$ cat config.mk
export PLATFORM = sky130hd
export DESIGN_NAME = qam_symbol_sched_flat
export DESIGN_NICKNAME = d
export VERILOG_FILES = /design/src/rtl/qam_pkg.sv /design/src/rtl/qam_symbol_sched_if.sv /design/src/rtl/qam_gray_map.sv /design/src/rtl/qam_symbol_sched.sv /design/src/flat_wrapper.sv
export SDC_FILE = /design/constraint.sdc
export NUM_CORES = 1
export LEC_CHECK = 0
export BUFFER_PORTS_ARGS = -buffer_cell sky130_fd_sc_hd__buf_2
export CORE_ASPECT_RATIO = 1.1
export CORE_MARGIN = 2
export CORE_UTILIZATION = 56
export DETAILED_ROUTE_END_ITERATION = 10
export PLACE_DENSITY = 0.81
export SYNTH_ARGS = -nofsm -noshare
export SYNTH_HDL_FRONTEND = slang
export SYNTH_SLANG_ARGS = --single-unit
$ cat constraint.sdc
create_clock -name Clk -period 2.5 [get_ports Clk]
set_input_delay 0.125 -clock Clk [delete_from_list [all_inputs] [get_ports Clk]]
set_output_delay 0.125 -clock Clk [all_outputs]
set_load 0.01 [all_outputs]
$ cat src/rtl/qam_pkg.sv
// qam_pkg: shared types and Gray level constants for the 16-QAM
// symbol scheduler slice.
package qam_pkg;

  localparam int SYM_W   = 4;
  localparam int LEVEL_W = 3;

  localparam logic [LEVEL_W-1:0] L_M3 = 3'b101;
  localparam logic [LEVEL_W-1:0] L_M1 = 3'b111;
  localparam logic [LEVEL_W-1:0] L_P1 = 3'b001;
  localparam logic [LEVEL_W-1:0] L_P3 = 3'b011;

  typedef enum logic [1:0] {
    ST_IDLE,
    ST_LOAD,
    ST_RUN,
    ST_GAP
  } state_e;

  typedef struct packed {
    logic [SYM_W-1:0] data;
    logic             last;
  } sym_t;

endpackage

$ cat src/rtl/qam_symbol_sched_if.sv
// qam_symbol_sched_if: valid/ready symbol stream from the bit framer
// into the QAM symbol scheduler.
interface qam_symbol_sched_if;
  import qam_pkg::*;

  logic             s_valid;
  logic             s_ready;
  logic [SYM_W-1:0] s_data;
  logic             s_last;

  modport master (
    output s_valid,
    output s_data,
    output s_last,
    input  s_ready
  );

  modport slave (
    input  s_valid,
    input  s_data,
    input  s_last,
    output s_ready
  );

endinterface

$ cat src/rtl/qam_gray_map.sv
// qam_gray_map: 2-bit Gray code to signed 3-bit amplitude level
// for one axis of the 16-QAM constellation.
module qam_gray_map
  import qam_pkg::*;
(
  input  logic [1:0]         i_bits,
  output logic [LEVEL_W-1:0] o_level
);

  always_comb begin
    o_level = L_M3;
    unique case (i_bits)
      2'b00: o_level = L_M3;
      2'b01: o_level = L_M1;
      2'b11: o_level = L_P1;
      2'b10: o_level = L_P3;
    endcase
  end

endmodule

$ cat src/rtl/qam_symbol_sched.sv
// qam_symbol_sched: 16-QAM symbol-rate scheduler driving the sin_cos NCO.
// Optional QAM_PREAMBLE_EN inserts an alternating preamble after idle.
module qam_symbol_sched
  import qam_pkg::*;
#(
  parameter int SAMPLES_PER_SYM = 32,
  parameter int CNT_W           = 5,
`ifdef QAM_PREAMBLE_EN
  parameter int PREAMBLE_SYMS   = 4,
`endif
  parameter int UNDERRUN_W      = 8
) (
  input  logic                       Clk,
  input  logic                       reset,
  qam_symbol_sched_if.slave          s,
  output logic                       nco_en,
  output logic                       nco_phase_rst,
  output logic signed [LEVEL_W-1:0]  i_level,
  output logic signed [LEVEL_W-1:0]  q_level,
  output logic                       sym_valid,
  output logic                       sym_start,
  output logic                       frame_done,
  output logic [UNDERRUN_W-1:0]      underrun_cnt
);

  localparam logic [CNT_W-1:0] CNT_END =
    CNT_W'(SAMPLES_PER_SYM - 1);

  state_e                r_state;
  state_e                w_state_n;
  logic [CNT_W-1:0]      r_cnt;
  logic [CNT_W-1:0]      w_cnt_n;
  sym_t                  r_cur;
  sym_t                  w_cur_n;
  sym_t                  r_nxt;
  sym_t                  w_nxt_n;
  logic                  r_nxt_full;
  logic                  w_nxt_full_n;
  logic [UNDERRUN_W-1:0] r_under;
  logic [UNDERRUN_W-1:0] w_under_n;
  logic                  w_fd_n;

  logic                  r_s_ready;
  logic                  r_nco_en;
  logic                  r_phase_rst;
  logic                  r_sym_valid;
  logic                  r_sym_start;
  logic                  r_fd;
  logic [LEVEL_W-1:0]    r_i;
  logic [LEVEL_W-1:0]    r_q;

  logic                  w_hs;
  logic                  w_end;
  sym_t                  w_in;
  logic                  w_run_n;
  logic [LEVEL_W-1:0]    w_i_map;
  logic [LEVEL_W-1:0]    w_q_map;
  logic [LEVEL_W-1:0]    w_i_n;
  logic [LEVEL_W-1:0]    w_q_n;

`ifdef QAM_PREAMBLE_EN
  localparam int PRE_W = $clog2(PREAMBLE_SYMS + 1);

  // r_pre counts preamble symbols still to send, r_pre_neg picks -3/-3
  logic [PRE_W-1:0]      r_pre;
  logic [PRE_W-1:0]      w_pre_n;
  logic                  r_pre_neg;
  logic                  w_pre_neg_n;
  logic                  r_from_idle;
  logic                  w_from_idle_n;
`endif

  assign w_hs  = s.s_valid && !r_nxt_full;
  assign w_end = (r_cnt == CNT_END);
  assign w_in  = '{data: s.s_data, last: s.s_last};

  always_comb begin
    w_state_n    = r_state;
    w_cnt_n      = r_cnt;
    w_cur_n      = r_cur;
    w_nxt_n      = r_nxt;
    w_nxt_full_n = r_nxt_full;
    w_under_n    = r_under;
    w_fd_n       = 1'b0;
`ifdef QAM_PREAMBLE_EN
    w_pre_n       = r_pre;
    w_pre_neg_n   = r_pre_neg;
    w_from_idle_n = r_from_idle;
`endif
    if (w_hs) begin
      w_nxt_n      = w_in;
      w_nxt_full_n = 1'b1;
    end
    unique case (r_state)
      ST_IDLE: begin
        if (w_hs) begin
          w_state_n = ST_LOAD;
`ifdef QAM_PREAMBLE_EN
          w_from_idle_n = 1'b1;
`endif
        end
      end
      ST_GAP: begin
        if (w_hs) begin
          w_state_n = ST_LOAD;
`ifdef QAM_PREAMBLE_EN
          w_from_idle_n = 1'b0;
`endif
        end
      end
      ST_LOAD: begin
        w_cur_n      = r_nxt;
        w_nxt_full_n = 1'b0;
        w_cnt_n      = '0;
        w_state_n    = ST_RUN;
`ifdef QAM_PREAMBLE_EN
        if (r_from_idle) begin
          w_pre_n     = PRE_W'(PREAMBLE_SYMS);
          w_pre_neg_n = 1'b0;
        end
`endif
      end
      ST_RUN: begin
        if (!w_end) begin
          w_cnt_n = r_cnt + 1'b1;
        end else begin
          w_cnt_n = '0;
`ifdef QAM_PREAMBLE_EN
          if (r_pre != '0) begin
            w_pre_n     = r_pre - 1'b1;
            w_pre_neg_n = !r_pre_neg;
          end else
`endif
          if (r_nxt_full) begin
            w_cur_n      = r_nxt;
            w_nxt_full_n = 1'b0;
          end else if (w_hs) begin
            // bypass: symbol arrives on the last sample, no gap
            w_cur_n      = w_in;
            w_nxt_full_n = 1'b0;
          end else if (r_cur.last) begin
            w_fd_n    = 1'b1;
            w_state_n = ST_IDLE;
          end else begin
            if (r_under != '1) begin
              w_under_n = r_under + 1'b1;
            end
            w_state_n = ST_GAP;
          end
        end
      end
    endcase
  end

  qam_gray_map u_map_i (
    .i_bits  (w_cur_n.data[3:2]),
    .o_level (w_i_map)
  );

  qam_gray_map u_map_q (
    .i_bits  (w_cur_n.data[1:0]),
    .o_level (w_q_map)
  );

  assign w_run_n = (w_state_n == ST_RUN);

  always_comb begin
    w_i_n = '0;
    w_q_n = '0;
    if (w_run_n) begin
      w_i_n = w_i_map;
      w_q_n = w_q_map;
`ifdef QAM_PREAMBLE_EN
      if (w_pre_n != '0) begin
        w_i_n = w_pre_neg_n ? L_M3 : L_P3;
        w_q_n = w_pre_neg_n ? L_M3 : L_P3;
      end
`endif
    end
  end

  always_ff @(posedge Clk or negedge reset) begin
    if (!reset) begin
      r_state    <= ST_IDLE;
      r_cnt      <= '0;
      r_cur      <= '0;
      r_nxt      <= '0;
      r_nxt_full <= 1'b0;
      r_under    <= '0;
    end else begin
      r_state    <= w_state_n;
      r_cnt      <= w_cnt_n;
      r_cur      <= w_cur_n;
      r_nxt      <= w_nxt_n;
      r_nxt_full <= w_nxt_full_n;
      r_under    <= w_under_n;
    end
  end

`ifdef QAM_PREAMBLE_EN
  always_ff @(posedge Clk or negedge reset) begin
    if (!reset) begin
      r_pre       <= '0;
      r_pre_neg   <= 1'b0;
      r_from_idle <= 1'b0;
    end else begin
      r_pre       <= w_pre_n;
      r_pre_neg   <= w_pre_neg_n;
      r_from_idle <= w_from_idle_n;
    end
  end
`endif

  // outputs are flops loaded from the next-state decode
  always_ff @(posedge Clk or negedge reset) begin
    if (!reset) begin
      r_s_ready   <= 1'b1;
      r_nco_en    <= 1'b0;
      r_phase_rst <= 1'b0;
      r_sym_valid <= 1'b0;
      r_sym_start <= 1'b0;
      r_fd        <= 1'b0;
      r_i         <= '0;
      r_q         <= '0;
    end else begin
      r_s_ready   <= !w_nxt_full_n;
      r_nco_en    <= w_run_n;
      r_phase_rst <= (w_state_n == ST_LOAD);
      r_sym_valid <= w_run_n;
      r_sym_start <= w_run_n && (w_cnt_n == '0);
      r_fd        <= w_fd_n;
      r_i         <= w_i_n;
      r_q         <= w_q_n;
    end
  end

  assign s.s_ready     = r_s_ready;
  assign nco_en        = r_nco_en;
  assign nco_phase_rst = r_phase_rst;
  assign sym_valid     = r_sym_valid;
  assign sym_start     = r_sym_start;
  assign frame_done    = r_fd;
  assign i_level       = r_i;
  assign q_level       = r_q;
  assign underrun_cnt  = r_under;

endmodule

$ cat src/flat_wrapper.sv
// flat-port wrapper written by rule: the top's interface ports become plain ports
module qam_symbol_sched_flat import qam_pkg::*;
#(
  parameter int SAMPLES_PER_SYM = 32,
  parameter int CNT_W           = 5,

  parameter int UNDERRUN_W      = 8
)
  (Clk, reset, nco_en, nco_phase_rst, i_level, q_level, sym_valid, sym_start, frame_done, underrun_cnt, s_s_valid, s_s_data, s_s_last, s_s_ready);
  qam_symbol_sched_if s_i ();
  input  logic Clk;
  input  logic reset;
  output logic nco_en;
  output logic nco_phase_rst;
  output logic signed [LEVEL_W-1:0] i_level;
  output logic signed [LEVEL_W-1:0] q_level;
  output logic sym_valid;
  output logic sym_start;
  output logic frame_done;
  output logic [UNDERRUN_W-1:0] underrun_cnt;
  input wire logic [$bits(s_i.s_valid)-1:0] s_s_valid;
  input wire logic [$bits(s_i.s_data)-1:0] s_s_data;
  input wire logic [$bits(s_i.s_last)-1:0] s_s_last;
  output wire logic [$bits(s_i.s_ready)-1:0] s_s_ready;
  assign s_i.s_valid = s_s_valid;
  assign s_i.s_data = s_s_data;
  assign s_i.s_last = s_s_last;
  assign s_s_ready = s_i.s_ready;
  qam_symbol_sched #(.SAMPLES_PER_SYM(SAMPLES_PER_SYM), .CNT_W(CNT_W), .UNDERRUN_W(UNDERRUN_W)) u_core (.Clk(Clk), .reset(reset), .s(s_i), .nco_en(nco_en), .nco_phase_rst(nco_phase_rst), .i_level(i_level), .q_level(q_level), .sym_valid(sym_valid), .sym_start(sym_start), .frame_done(frame_done), .underrun_cnt(underrun_cnt));
endmodule
==> Implementation_results.wiki, run 1 <==
{| class="wikitable"
! Metric !! Value
|-
| Synth Warn # || 0
|-
| Endpoint type of the worst setup path || flop
|-
| Sequential fraction of the synthesis area || 48.61%
|-
| Flip-flop and latch count after synthesis || 35
|-
| Relative contribution of combinational cells to total power || 35.7%
|-
| Endpoints failing setup || 0
|-
| Critical Path Most Common Cell || sky130_fd_sc_hd__ha_1
|-
| Worst path slowest cell || sky130_fd_sc_hd__dfrtp_1
|-
| Setup crit start kind || flop
|-
| Class of the tightest hold or removal check || in -> reg
|-
| Worst r2r dst || u_core.i_level[1]
|-
| Post-layout min period || 2.251 ns
|-
| Post-DR vias/cell || 6.030
|-
| Buf+Inv Stages, Crit Path || 0
|-
| Distinct cell type count after synthesis || 48
|-
| Commonest register cell after synthesis || sky130_fd_sc_hd__dfrtp_1
|-
| Number of flops mapped to enable cells by yosys || 0
|-
| HPWL after detailed placement || 2653 um
|-
| Gr ovfl total || 0
|-
| Leakage || 1.076 nW
|-
| Adder and majority cell fraction of the synthesized area || 6.935%
|-
| Delay of the slowest cell on the worst path || 0.40 ns
|-
| Post-synthesis average cell area || 10.80 um2
|-
| Area share of xor/xnor cells in the synthesized design || 3.398%
|-
| Endpoints failing hold || 0
|-
| Fraction of the core area covered by cells at the end of the flow || 67.44%
|-
| Violation count after the first detailed-route iteration || 67
|-
| Weighted congestion reported at the end of routability-driven placement || 0.8433
|-
| Number of ports placed on the die boundary || 28
|-
| CP top delay family || adder cells
|-
| Core Footprint || 3074 um2
|-
| Synth-to-Final Area Change || 14.91%
|-
| Sequential Area || 877.1 um2
|-
| Fraction of final layout cells sized beyond drive strength 1 || 23.98%
|-
| Leading cell type in the layout, fill and taps excluded || sky130_fd_sc_hd__dfrtp_1
|-
| Latest clock arrival within the worst-skew pair || 0.34 ns
|-
| DRT Pass-1 Iters || 4
|-
| Mux share of post-synthesis cell area || 0.6241%
|-
| CP Class || reg -> reg
|-
| Final wirelength || 3722 um
|-
| Fin crit share || 90.04%
|-
| GR Util All Layers || 22.76%
|-
| Clk buf depth || 2
|-
| Setup repair after global routing missed its margin || false
|-
| Worst-path clk slew || 0.11 ns
|-
| TritonCTS clock tree || yes
|-
| Nets || 213
|-
| Net count of the mapped netlist || 185
|-
| R2r worst-path depth || 9
|-
| Required time at the endpoint of the critical path || 2.77 ns
|-
| Area share of and/or/nand/nor cells after synthesis || 19.56%
|-
| Post-DR wirelength/cell || 16.18 um
|-
| Final slew viol count || 0
|-
| Num rows || 21
|-
| Antenna diodes || 0
|-
| Cell internal power dissipation || 1.337 mW
|-
| Post-synth design cell area || 1804 um2
|-
| Setup skew after layout || 0.01224 ns
|-
| Worst hold endpoint || u_core.r_nxt[1]
|-
| Level count of the clock H-tree || 2
|-
| Number of sinks driven by the clock tree || 35
|-
| R2R Path Start || u_core.r_cnt[1]
|-
| Startpoint of the tightest hold check path || s_s_data[0]
|-
| Slew HR || 49.59%
|-
| Max-Cap Viols || 0
|-
| Routed via count || 1387
|-
| Post-route setup TNS || 0 ns
|-
| Initial standard-cell utilization of the core || 58.69%
|-
| Commonest cells after routing, fill and taps aside || 34 x sky130_fd_sc_hd__dfrtp_1, 27 x sky130_fd_sc_hd__buf_2, 21 x sky130_fd_sc_hd__nand2_1, 10 x sky130_fd_sc_hd__nor2_1, 9 x sky130_fd_sc_hd__ha_1
|-
| Max rail drop VDD || 0.6959 mV
|-
| Area occupied by multi-input gates || 867.1 um2
|-
| Maximum number of pins on one net before global-route repair || 36
|-
| Main combinational cell family by area after synthesis || simple AND/OR/NAND/NOR gates
|-
| Switching power as a share of total power || 36.35%
|-
| Slew at the pin closest to its max-slew limit || 0.7561 ns
|-
| Post-Synthesis Cells || 167
|-
| Number of DRC violations after detailed routing || 0
|-
| Wire length of the first global-routing pass || 6375 um
|-
| Portion of total power attributed to sequential cells || 40.6%
|-
| Buffers on Ports || 27
|-
| Share of flip-flops with an asynchronous set or reset || 100.0%
|-
| Series of cell instances along the critical path || ha_1, and3_1, ha_4, o21ai_1, a21oi_1, nor2b_1, a221o_1, ha_1, nor2_1
|-
| Postcts setup bufs || 0
|-
| Root Driver || sky130_fd_sc_hd__clkbuf_4
|-
| Filler Cell Count || 254
|-
| Worst setup slack for register-to-register paths || 0.25 ns
|-
| Maximum achievable frequency || 444.3 MHz
|-
| Power density cells || 1013 nW/um2
|-
| Number of cells traversed by the worst hold path || 3
|-
| Part of the power in the clock network || 23.7%
|-
| Vias in the first global route || 1383
|-
| CP Data Arrival Time || 2.52 ns
|-
| Antenna-violating nets left || 0
|-
| Power spent charging and discharging nets || 763.8 uW
|-
| Outcome || finished, final reports clean
|-
| Num CTS Buffers || 5
|-
| Antenna violations before repair || 0
|-
| Fraction of the mapped netlist area in compound gates || 16.16%
|-
| Peak fanout along the critical path || 12
|-
| Die Height || 63.53 um
|-
| Full die area || 3692 um2
|-
| Chip Width || 58.12 um
|}
power groups by stage:
stage / Clock (mW) / Combinational (mW) / Sequential, mW
finish: 0.498 / 0.749 / 0.853
global route: 0.532 / 0.846 / 0.869
CTS: 0.503 / 0.734 / 0.843
detailed placement: 0 / 0.723 / 0.854
global placement: 0 / 0.686 / 0.843
floorplan: 0 / 0.564 / 0.833
stage by stage:
stage	instances	total power, mW	hold slack, ns	cell area, um2	setup slack [ns]
after floorplan	167	1.397	-0.1706	1804	0.4088
final	230	2.101	0.01254	2073	0.2490
after CTS	230	2.081	0.003918	2048	0.08578
after global placement	220	1.529	0.2193	1927	0.2095
after global routing	230	2.247	0.01011	2073	0.07424
after detailed placement	220	1.577	0.2400	1927	0.1098
metal layers:
| layer | share of wire (%) | vias to the layer above | wire [um] | global-route usage, % |
|---|---|---|---|---|
| met3 | 4.1 | 8 | 151 | 5.544 |
| met2 | 54 | 41 | 2000 | 40.06 |
| met1 | 41 | 683 | 1512 | 27.01 |
| met5 | 0 | - | 0 | 0 |
| li1 | - | 655 | - | - |
| met4 | 1.6 | 0 | 58 | 6.686 |
cell type report:
cell class	instances	area share (%)
Clock buffer	6	1.992
Clock inverter	2	2.897
Inverter	6	1.086
Multi-Input combinational cell	117	41.82
Sequential cell	35	42.31
Tap cell	34	2.052
Timing Repair Buffer	30	7.845
sequential cells by signal (all words and copies together) (netlist names), 2 cells and up:
name,cells
u_core.underrun_cnt,8
u_core.r_cnt,5
u_core.r_cur,5
u_core.r_nxt,5
u_core.i_level,3
u_core.q_level,2
u_core.r_state,2
cells by family (layout without fill, tap and decap cells):
| family | count (synthesis) | count (layout) |
|---|---|---|
| buffers and inverters | 15 | 44 |
| flip-flops | 35 | 35 |
| adder cells (fa/ha/maj) | 10 | 10 |
| XOR/XNOR | 7 | 7 |
| AO/OA/AOI/OAI | 36 | 36 |
| multiplexers | 1 | 1 |
| AND/OR/NAND/NOR | 63 | 63 |
synth_stat cells, types with 2 or more instances:
library cell | number | area (um2)
sky130_fd_sc_hd__o22ai_1 | 2 | 12.51
sky130_fd_sc_hd__and3_1 | 6 | 37.54
sky130_fd_sc_hd__xor2_1 | 2 | 17.52
sky130_fd_sc_hd__o221ai_1 | 2 | 17.52
sky130_fd_sc_hd__nor2_1 | 10 | 37.54
sky130_fd_sc_hd__a22o_1 | 3 | 26.28
sky130_fd_sc_hd__dfrtp_1 | 34 | 850.8
sky130_fd_sc_hd__nand2_1 | 21 | 78.83
sky130_fd_sc_hd__nand4_1 | 2 | 12.51
sky130_fd_sc_hd__inv_1 | 6 | 22.52
sky130_fd_sc_hd__o21ai_0 | 4 | 20.02
sky130_fd_sc_hd__xnor2_1 | 5 | 43.79
sky130_fd_sc_hd__a221o_1 | 4 | 40.04
sky130_fd_sc_hd__nand2b_1 | 2 | 12.51
sky130_fd_sc_hd__a21oi_1 | 6 | 30.03
sky130_fd_sc_hd__nor4b_1 | 2 | 17.52
sky130_fd_sc_hd__nor2b_1 | 5 | 31.28
sky130_fd_sc_hd__buf_2 | 2 | 10.01
sky130_fd_sc_hd__ha_1 | 10 | 125.1
sky130_fd_sc_hd__buf_4 | 5 | 37.54
sky130_fd_sc_hd__nand4bb_1 | 2 | 22.52
sky130_fd_sc_hd__nand3_1 | 3 | 15.01
sky130_fd_sc_hd__a221oi_1 | 4 | 35.03
worst min-delay path: stages:
cell                      delay [ns]
sky130_fd_sc_hd__buf_2          0.10
sky130_fd_sc_hd__nand2_1        0.05
sky130_fd_sc_hd__nand2_1        0.05
repair_timing:
action / 4_1_cts / 5_1_grt
resized for setup: 0 / 4
hold buffers: 2 / 0
endpoints found under the setup margin: 0 / 7
endpoints found under the hold margin: 35 / 0
worst max-delay path by stage:
stage,startpoint,end,cells after the start
6_report,u_core.r_cnt[1],u_core.i_level[1],9
5_1_grt,u_core.r_cnt[0],u_core.i_level[1],9
4_1_cts,u_core.r_cnt[1],u_core.i_level[1],9
3_5_place_dp,u_core.r_cnt[1],u_core.i_level[1],9
3_3_place_gp,u_core.r_cnt[1],u_core.i_level[2],10
2_1_floorplan,u_core.r_cnt[0],u_core.i_level[1],9
(Power assumes the default switching activity.)
==> run 2: changes to the inputs <==
--- a/config.mk
+++ b/config.mk
@@ -10,5 +10,5 @@
 export CORE_MARGIN = 2
-export CORE_UTILIZATION = 56
+export CORE_UTILIZATION = 50
 export DETAILED_ROUTE_END_ITERATION = 10
-export PLACE_DENSITY = 0.81
+export PLACE_DENSITY = 0.76
 export SYNTH_ARGS = -nofsm -noshare
==> constraint.sdc (replaced) <==
create_clock -name Clk -period 1.9 [get_ports Clk]
set_input_delay 0.285 -clock Clk [delete_from_list [all_inputs] [get_ports Clk]]
set_output_delay 0.285 -clock Clk [all_outputs]
set_load 0.01 [all_outputs]
==> run 2 against run 1 <==
  * The flow now finishes with violations (hold timing, setup timing)
  * Power up 44%
  * Sequential power up 35%
  * Critical path depth unchanged
  * Clock skew down 0.0016 ns
  * Design area up 16%
  * Routed wire length up 14%
  * Worst hold slack worse by 0.016 ns
  * Setup slack worse by 0.54 ns
  * Critical path type unchanged
  * Largest cell class is now multi-input combinational cells
==> Implementation_results.wiki, run 2 (synthesized netlist as in run 1, its figures left out) <==
{| class="wikitable"
! Metric !! Value
|-
| Final worst setup slack || -0.2932 ns
|-
| Class of the tightest hold or removal check || in -> async
|-
| HPWL after detailed placement || 2707 um
|-
| Number of flip-flops in the largest register || 8
|-
| Routed via count || 1527
|-
| Num CTS Buffers || 5
|-
| Initial standard-cell utilization of the core || 53.29%
|-
| Cell Area, Placed || 2137 um2
|-
| WHS || -0.003819 ns
|-
| Clk buf depth || 2
|-
| Worst setup slack for register-to-register paths || -0.29 ns
|-
| GR Util All Layers || 21.92%
|-
| Fin crit share || 115.4%
|-
| Core Footprint || 3386 um2
|-
| Full die area || 4105 um2
|-
| Worst-path clk slew || 0.11 ns
|-
| Power density cells || 1252 nW/um2
|-
| Number of DRC violations after detailed routing || 0
|-
| Number of ports placed on the die boundary || 28
|-
| CP Class || reg -> reg
|-
| Post-DR wirelength/cell || 15.60 um
|-
| Post-layout min period || 2.193 ns
|-
| Wire length of the first global-routing pass || 6610 um
|-
| Violations in the final reports || hold timing, setup timing
|-
| TritonCTS clock tree || yes
|-
| Leakage || 1.217 nW
|-
| Maximum achievable frequency || 455.9 MHz
|-
| Setup crit start kind || flop
|-
| Final slew viol count || 0
|-
| Sequential Area || 877.1 um2
|-
| Fraction of the core area covered by cells at the end of the flow || 71.32%
|-
| Post-route cell area || 2415 um2
|-
| Commonest cells after routing, fill and taps aside || 34 x sky130_fd_sc_hd__dfrtp_1, 29 x sky130_fd_sc_hd__buf_4, 27 x sky130_fd_sc_hd__buf_2, 21 x sky130_fd_sc_hd__nand2_1, 9 x sky130_fd_sc_hd__nor2_1
|-
| Topmost layer with routed signal wires || met4
|-
| Met3 Routed Length || 253 um
|-
| Post-Place Setup Slack || -0.1976 ns
|-
| Die Height || 67 um
|-
| Number of sinks driven by the clock tree || 35
|-
| Antenna-violating nets left || 0
|-
| Slew at the pin closest to its max-slew limit || 0.7571 ns
|-
| Filler Cell Count || 248
|-
| Gr ovfl total || 0
|-
| Buffers on Ports || 27
|-
| Fraction of final layout cells sized beyond drive strength 1 || 43.30%
|-
| Met2 wire length || 2098 um
|-
| Leading cell type in the layout, fill and taps excluded || sky130_fd_sc_hd__dfrtp_1
|-
| Maximum number of pins on one net before global-route repair || 36
|-
| Latest clock arrival within the worst-skew pair || 0.34 ns
|-
| Endpoints failing setup || 12
|-
| Antenna violations before repair || 0
|-
| Max-Cap Viols || 0
|-
| Wire length on met1 || 1763 um
|-
| Post-DR vias/cell || 5.614
|-
| Chip Width || 61.28 um
|-
| Area occupied by multi-input gates || 993.5 um2
|-
| Outcome || finished with violations
|-
| Violation count after the first detailed-route iteration || 49
|-
| Slew HR || 49.53%
|-
| Setup skew after layout || 0.01068 ns
|-
| Root Driver || sky130_fd_sc_hd__clkbuf_4
|-
| Antenna diodes || 0
|-
| Worst path slowest cell || sky130_fd_sc_hd__dfrtp_1
|-
| Synth-to-Final Area Change || 33.84%
|-
| Delay of the slowest cell on the worst path || 0.40 ns
|-
| CP Data Arrival Time || 2.47 ns
|-
| Weighted congestion reported at the end of routability-driven placement || 0.8392
|-
| Final wirelength || 4243 um
|-
| Endpoints failing hold || 3
|-
| Num rows || 22
|-
| Nets || 241
|-
| Endpoint type of the worst setup path || flop
|-
| Max rail drop VDD || 1.031 mV
|-
| Peak fanout along the critical path || 6
|-
| DRT Pass-1 Iters || 4
|-
| Vias in the first global route || 1494
|-
| Series of cell instances along the critical path || ha_2, and3_4, ha_4, buf_6, o221ai_1, a21oi_1, a221oi_2, ha_1, nor2_1
|-
| Setup repair after global routing missed its margin || true
|-
| Required time at the endpoint of the critical path || 2.18 ns
|-
| Level count of the clock H-tree || 2
|}
## run 2: per-layer routing
| metal | track usage, % | vias up |
|---|---|---|
| met2 | 35.90 | 53 |
| met4 | 7.337 | 0 |
| met5 | 0 | - |
| li1 | - | 718 |
| met1 | 27.63 | 745 |
| met3 | 5.631 | 11 |
## run 2: cell type report
cell class / instances / area share (%)
inverter: 6 / 0.9326
clock buffer: 6 / 2.124
clock inverter: 2 / 1.451
sequential: 35 / 36.32
tap: 48 / 2.487
timing repair buffer: 58 / 15.54
multi-input combinational: 117 / 41.14
## run 2: path summary, 6_finish.rpt
| check | startpoint | endpoint | cells after the start |
|---|---|---|---|
| worst max register to register | u_core.r_cnt[0] | u_core.q_level[1] | 9 |
| min in group Clk | s_s_last | u_core.r_nxt[0] | 3 |
| worst min register to register | u_core.underrun_cnt[2] | u_core.underrun_cnt[2] | 1 |
| worst max-delay path | u_core.r_cnt[0] | u_core.q_level[1] | 9 |
| worst min-delay path | reset | u_core.r_cnt[2] | 1 |
| max in group asynchronous | reset | u_core.r_cur[0] | 1 |
## run 2: through the flow
stage	setup TNS, ns	power, mW	cells
finish	-1.481	3.022	272
global route	-2.759	3.253	272
CTS	-0.6782	2.895	268
detailed placement	-1.097	2.226	257
global placement	-0.4967	2.180	257
floorplan	-0.4967	1.841	167
## run 2: timing repair
| item | CTS | global route |
|---|---|---|
| gates resized for setup | 9 | 19 |
| setup buffers | 4 | 5 |
| hold endpoints to repair | 0 | 0 |
| setup endpoints to repair | 11 | 18 |
| pin swaps | 5 | 14 |
| hold buffers | 0 | 0 |
## run 2: worst max-delay path: cells and delay by family (launching register included)
family                     cells  cell delay [ns]
AOI/OAI and AO/OA              3             0.64
adders and majority gates      3             0.66
and+or+nand+nor                2             0.27
DFF                            1             0.40
buffers and inverters          1             0.14
## run 2: power by group
group          internal [mW]  switching (mW)
sequential             0.941           0.204
clock                  0.311           0.248
combinational          0.630           0.688
total                   1.88            1.14
==> run 3: changes to the inputs <==
Settings changed: CORE_UTILIZATION 50 to 56, PLACE_DENSITY 0.76 to 0.81.
Clock period 1.9 ns to 2.8 ns, I/O delays scaled along.
==> run 3 against run 2 <==
  * The flow now finishes without violations
  * Critical path type unchanged
  * Sequential share of layout area grew 6.9 points
  * Die area shrank 10%
  * Register-to-register slack gained 0.67 ns
  * Global-route usage grew 0.80 points
  * Clock power shrank 21%
  * Via count shrank 9.9%
  * Power shrank 39%
  * Largest power group is now sequential cells
==> Implementation_results.wiki, run 3 (synthesized netlist as in run 1, its figures left out) <==
{| class="wikitable"
! Metric !! Value
|-
| Grt peak-use layer || met2
|-
| Setup skew after layout || 0.01203 ns
|-
| Maximum achievable frequency || 413.1 MHz
|-
| Antenna-violating nets left || 0
|-
| Wire length of the first global-routing pass || 6361 um
|-
| Core Footprint || 3074 um2
|-
| Num rows || 21
|-
| CP Class || reg -> reg
|-
| Post-route setup TNS || 0 ns
|-
| Vias in the first global route || 1377
|-
| Leakage || 1.067 nW
|-
| Final slew viol count || 0
|-
| Grt met2 use || 39.77%
|-
| Routed via count || 1376
|-
| Violation count after the first detailed-route iteration || 83
|-
| Number of flip-flops in the largest register || 8
|-
| Fraction of the core area covered by cells at the end of the flow || 65.97%
|-
| Level count of the clock H-tree || 2
|-
| Weighted congestion reported at the end of routability-driven placement || 0.8433
|-
| Post-layout min period || 2.421 ns
|-
| Number of DRC violations after detailed routing || 0
|-
| Initial standard-cell utilization of the core || 58.69%
|-
| Endpoints failing setup || 0
|-
| Slew at the pin closest to its max-slew limit || 0.7550 ns
|-
| HPWL after detailed placement || 2653 um
|-
| Number of sinks driven by the clock tree || 35
|-
| Count of cells resized by post-cts repair || 0
|-
| Nets || 211
|-
| Antenna violations before repair || 0
|-
| Required time at the endpoint of the critical path || 3.07 ns
|-
| Routing usage on met3 || 5.544%
|-
| Root Driver || sky130_fd_sc_hd__clkbuf_4
|-
| Chip Width || 58.12 um
|-
| Maximum number of pins on one net before global-route repair || 36
|-
| Setup repair after global routing missed its margin || false
|-
| Synth-to-Final Area Change || 12.41%
|-
| Antenna diodes || 0
|-
| GR Layer Usage met1 || 27.14%
|-
| Class of the tightest hold or removal check || in -> async
|-
| GR Util All Layers || 22.72%
|-
| DRT Pass-1 Iters || 4
|-
| Latest clock arrival within the worst-skew pair || 0.34 ns
|-
| Num CTS Buffers || 5
|-
| Endpoints failing hold || 0
|-
| Outcome || finished, final reports clean
|-
| Final wirelength || 3658 um
|-
| Number of cells on the critical path || 9
|-
| Post-DR vias/cell || 6.035
|-
| Critical Path Most Common Cell || sky130_fd_sc_hd__ha_1
|-
| Max rail drop VDD || 0.6198 mV
|-
| Setup crit start kind || flop
|-
| Max-Cap Viols || 0
|-
| Cts-stage hold buffer count || 0
|-
| Buf+Inv Stages, Crit Path || 0
|-
| Filler Cell Count || 257
|-
| R2r worst-path depth || 9
|-
| CP top delay family || adder cells
|-
| Start point of the critical path || u_core.r_cnt[0]
|-
| Gr ovfl total || 0
|-
| Full die area || 3692 um2
|-
| Delay of the slowest cell on the worst path || 0.40 ns
|-
| Buffers on Ports || 27
|-
| R2R Path Start || u_core.r_cnt[0]
|-
| Postcts setup bufs || 0
|-
| Post-DR wirelength/cell || 16.04 um
|-
| CP Data Arrival Time || 2.69 ns
|-
| TritonCTS clock tree || yes
|-
| Clk buf depth || 2
|-
| Fraction of final layout cells sized beyond drive strength 1 || 22.68%
|-
| Number of ports placed on the die boundary || 28
|-
| Leading cell type in the layout, fill and taps excluded || sky130_fd_sc_hd__dfrtp_1
|-
| Fin crit share || 86.46%
|-
| Die Height || 63.53 um
|-
| Power density cells || 912.8 nW/um2
|-
| Series of cell instances along the critical path || ha_1, and3_1, ha_1, nand2_1, o221ai_1, a21oi_1, a221oi_1, ha_1, nor2_1
|-
| Endpoint type of the worst setup path || flop
|-
| Worst-path clk slew || 0.11 ns
|-
| Peak fanout along the critical path || 12
|-
| Worst path slowest cell || sky130_fd_sc_hd__dfrtp_1
|-
| Commonest cells after routing, fill and taps aside || 34 x sky130_fd_sc_hd__dfrtp_1, 27 x sky130_fd_sc_hd__buf_2, 21 x sky130_fd_sc_hd__nand2_1, 10 x sky130_fd_sc_hd__nor2_1, 10 x sky130_fd_sc_hd__ha_1
|-
| Slew HR || 49.67%
|}
[run 3: metrics by stage]
| stage | setup WS (ns) | hold slack [ns] | power (mW) | cells | cell area [um2] |
|---|---|---|---|---|---|
| 2_1_floorplan | 0.7088 | 0.1244 | 1.247 | 167 | 1804 |
| 3_3_place_gp | 0.5095 | 0.4758 | 1.365 | 220 | 1927 |
| 3_5_place_dp | 0.4098 | 0.4794 | 1.408 | 220 | 1927 |
| 4_1_cts | 0.3858 | 0.1620 | 1.856 | 228 | 2028 |
| 5_1_grt | 0.1083 | 0.1864 | 1.984 | 228 | 2028 |
| 6_report | 0.3791 | 0.1397 | 1.851 | 228 | 2028 |
[run 3: metal layers]
metal	part of all wire, %	vias up
li1	-	650
met1	40	674
met2	54	46
met3	4.9	6
met4	1.4	0
met5	0	-
[run 3: power breakdown]
| group | switching (mW) | leakage [nW] | internal (mW) |
|---|---|---|---|
| Clock | 0.166 | 0.0525 | 0.279 |
| Combinational | 0.383 | 0.548 | 0.267 |
| Sequential | 0.118 | 0.467 | 0.639 |
| Total | 0.667 | 1.07 | 1.18 |
[run 3: path summary, 6_finish.rpt]
path	slack, ns	endpoint
worst max-delay path	0.38	u_core.i_level[1]
worst min-delay path	0.14	u_core.r_cnt[4]
worst max register to register	0.38	u_core.i_level[1]
worst min register to register	0.49	u_core.underrun_cnt[7]
max in group asynchronous	2.18	u_core.r_nxt[0]
min in group Clk	0.30	u_core.r_nxt[0]
[run 3: area by class of cell]
type / instances / area, um2 / area share, %
flip-flops and latches: 35 / 877.1 / 43.24
clock buffers: 6 / 41.29 / 2.036
repair buffers: 28 / 142.6 / 7.033
clock inverters: 2 / 60.06 / 2.961
multi-input cells: 117 / 842.1 / 41.52
inverters: 6 / 22.52 / 1.110
well taps: 34 / 42.54 / 2.097
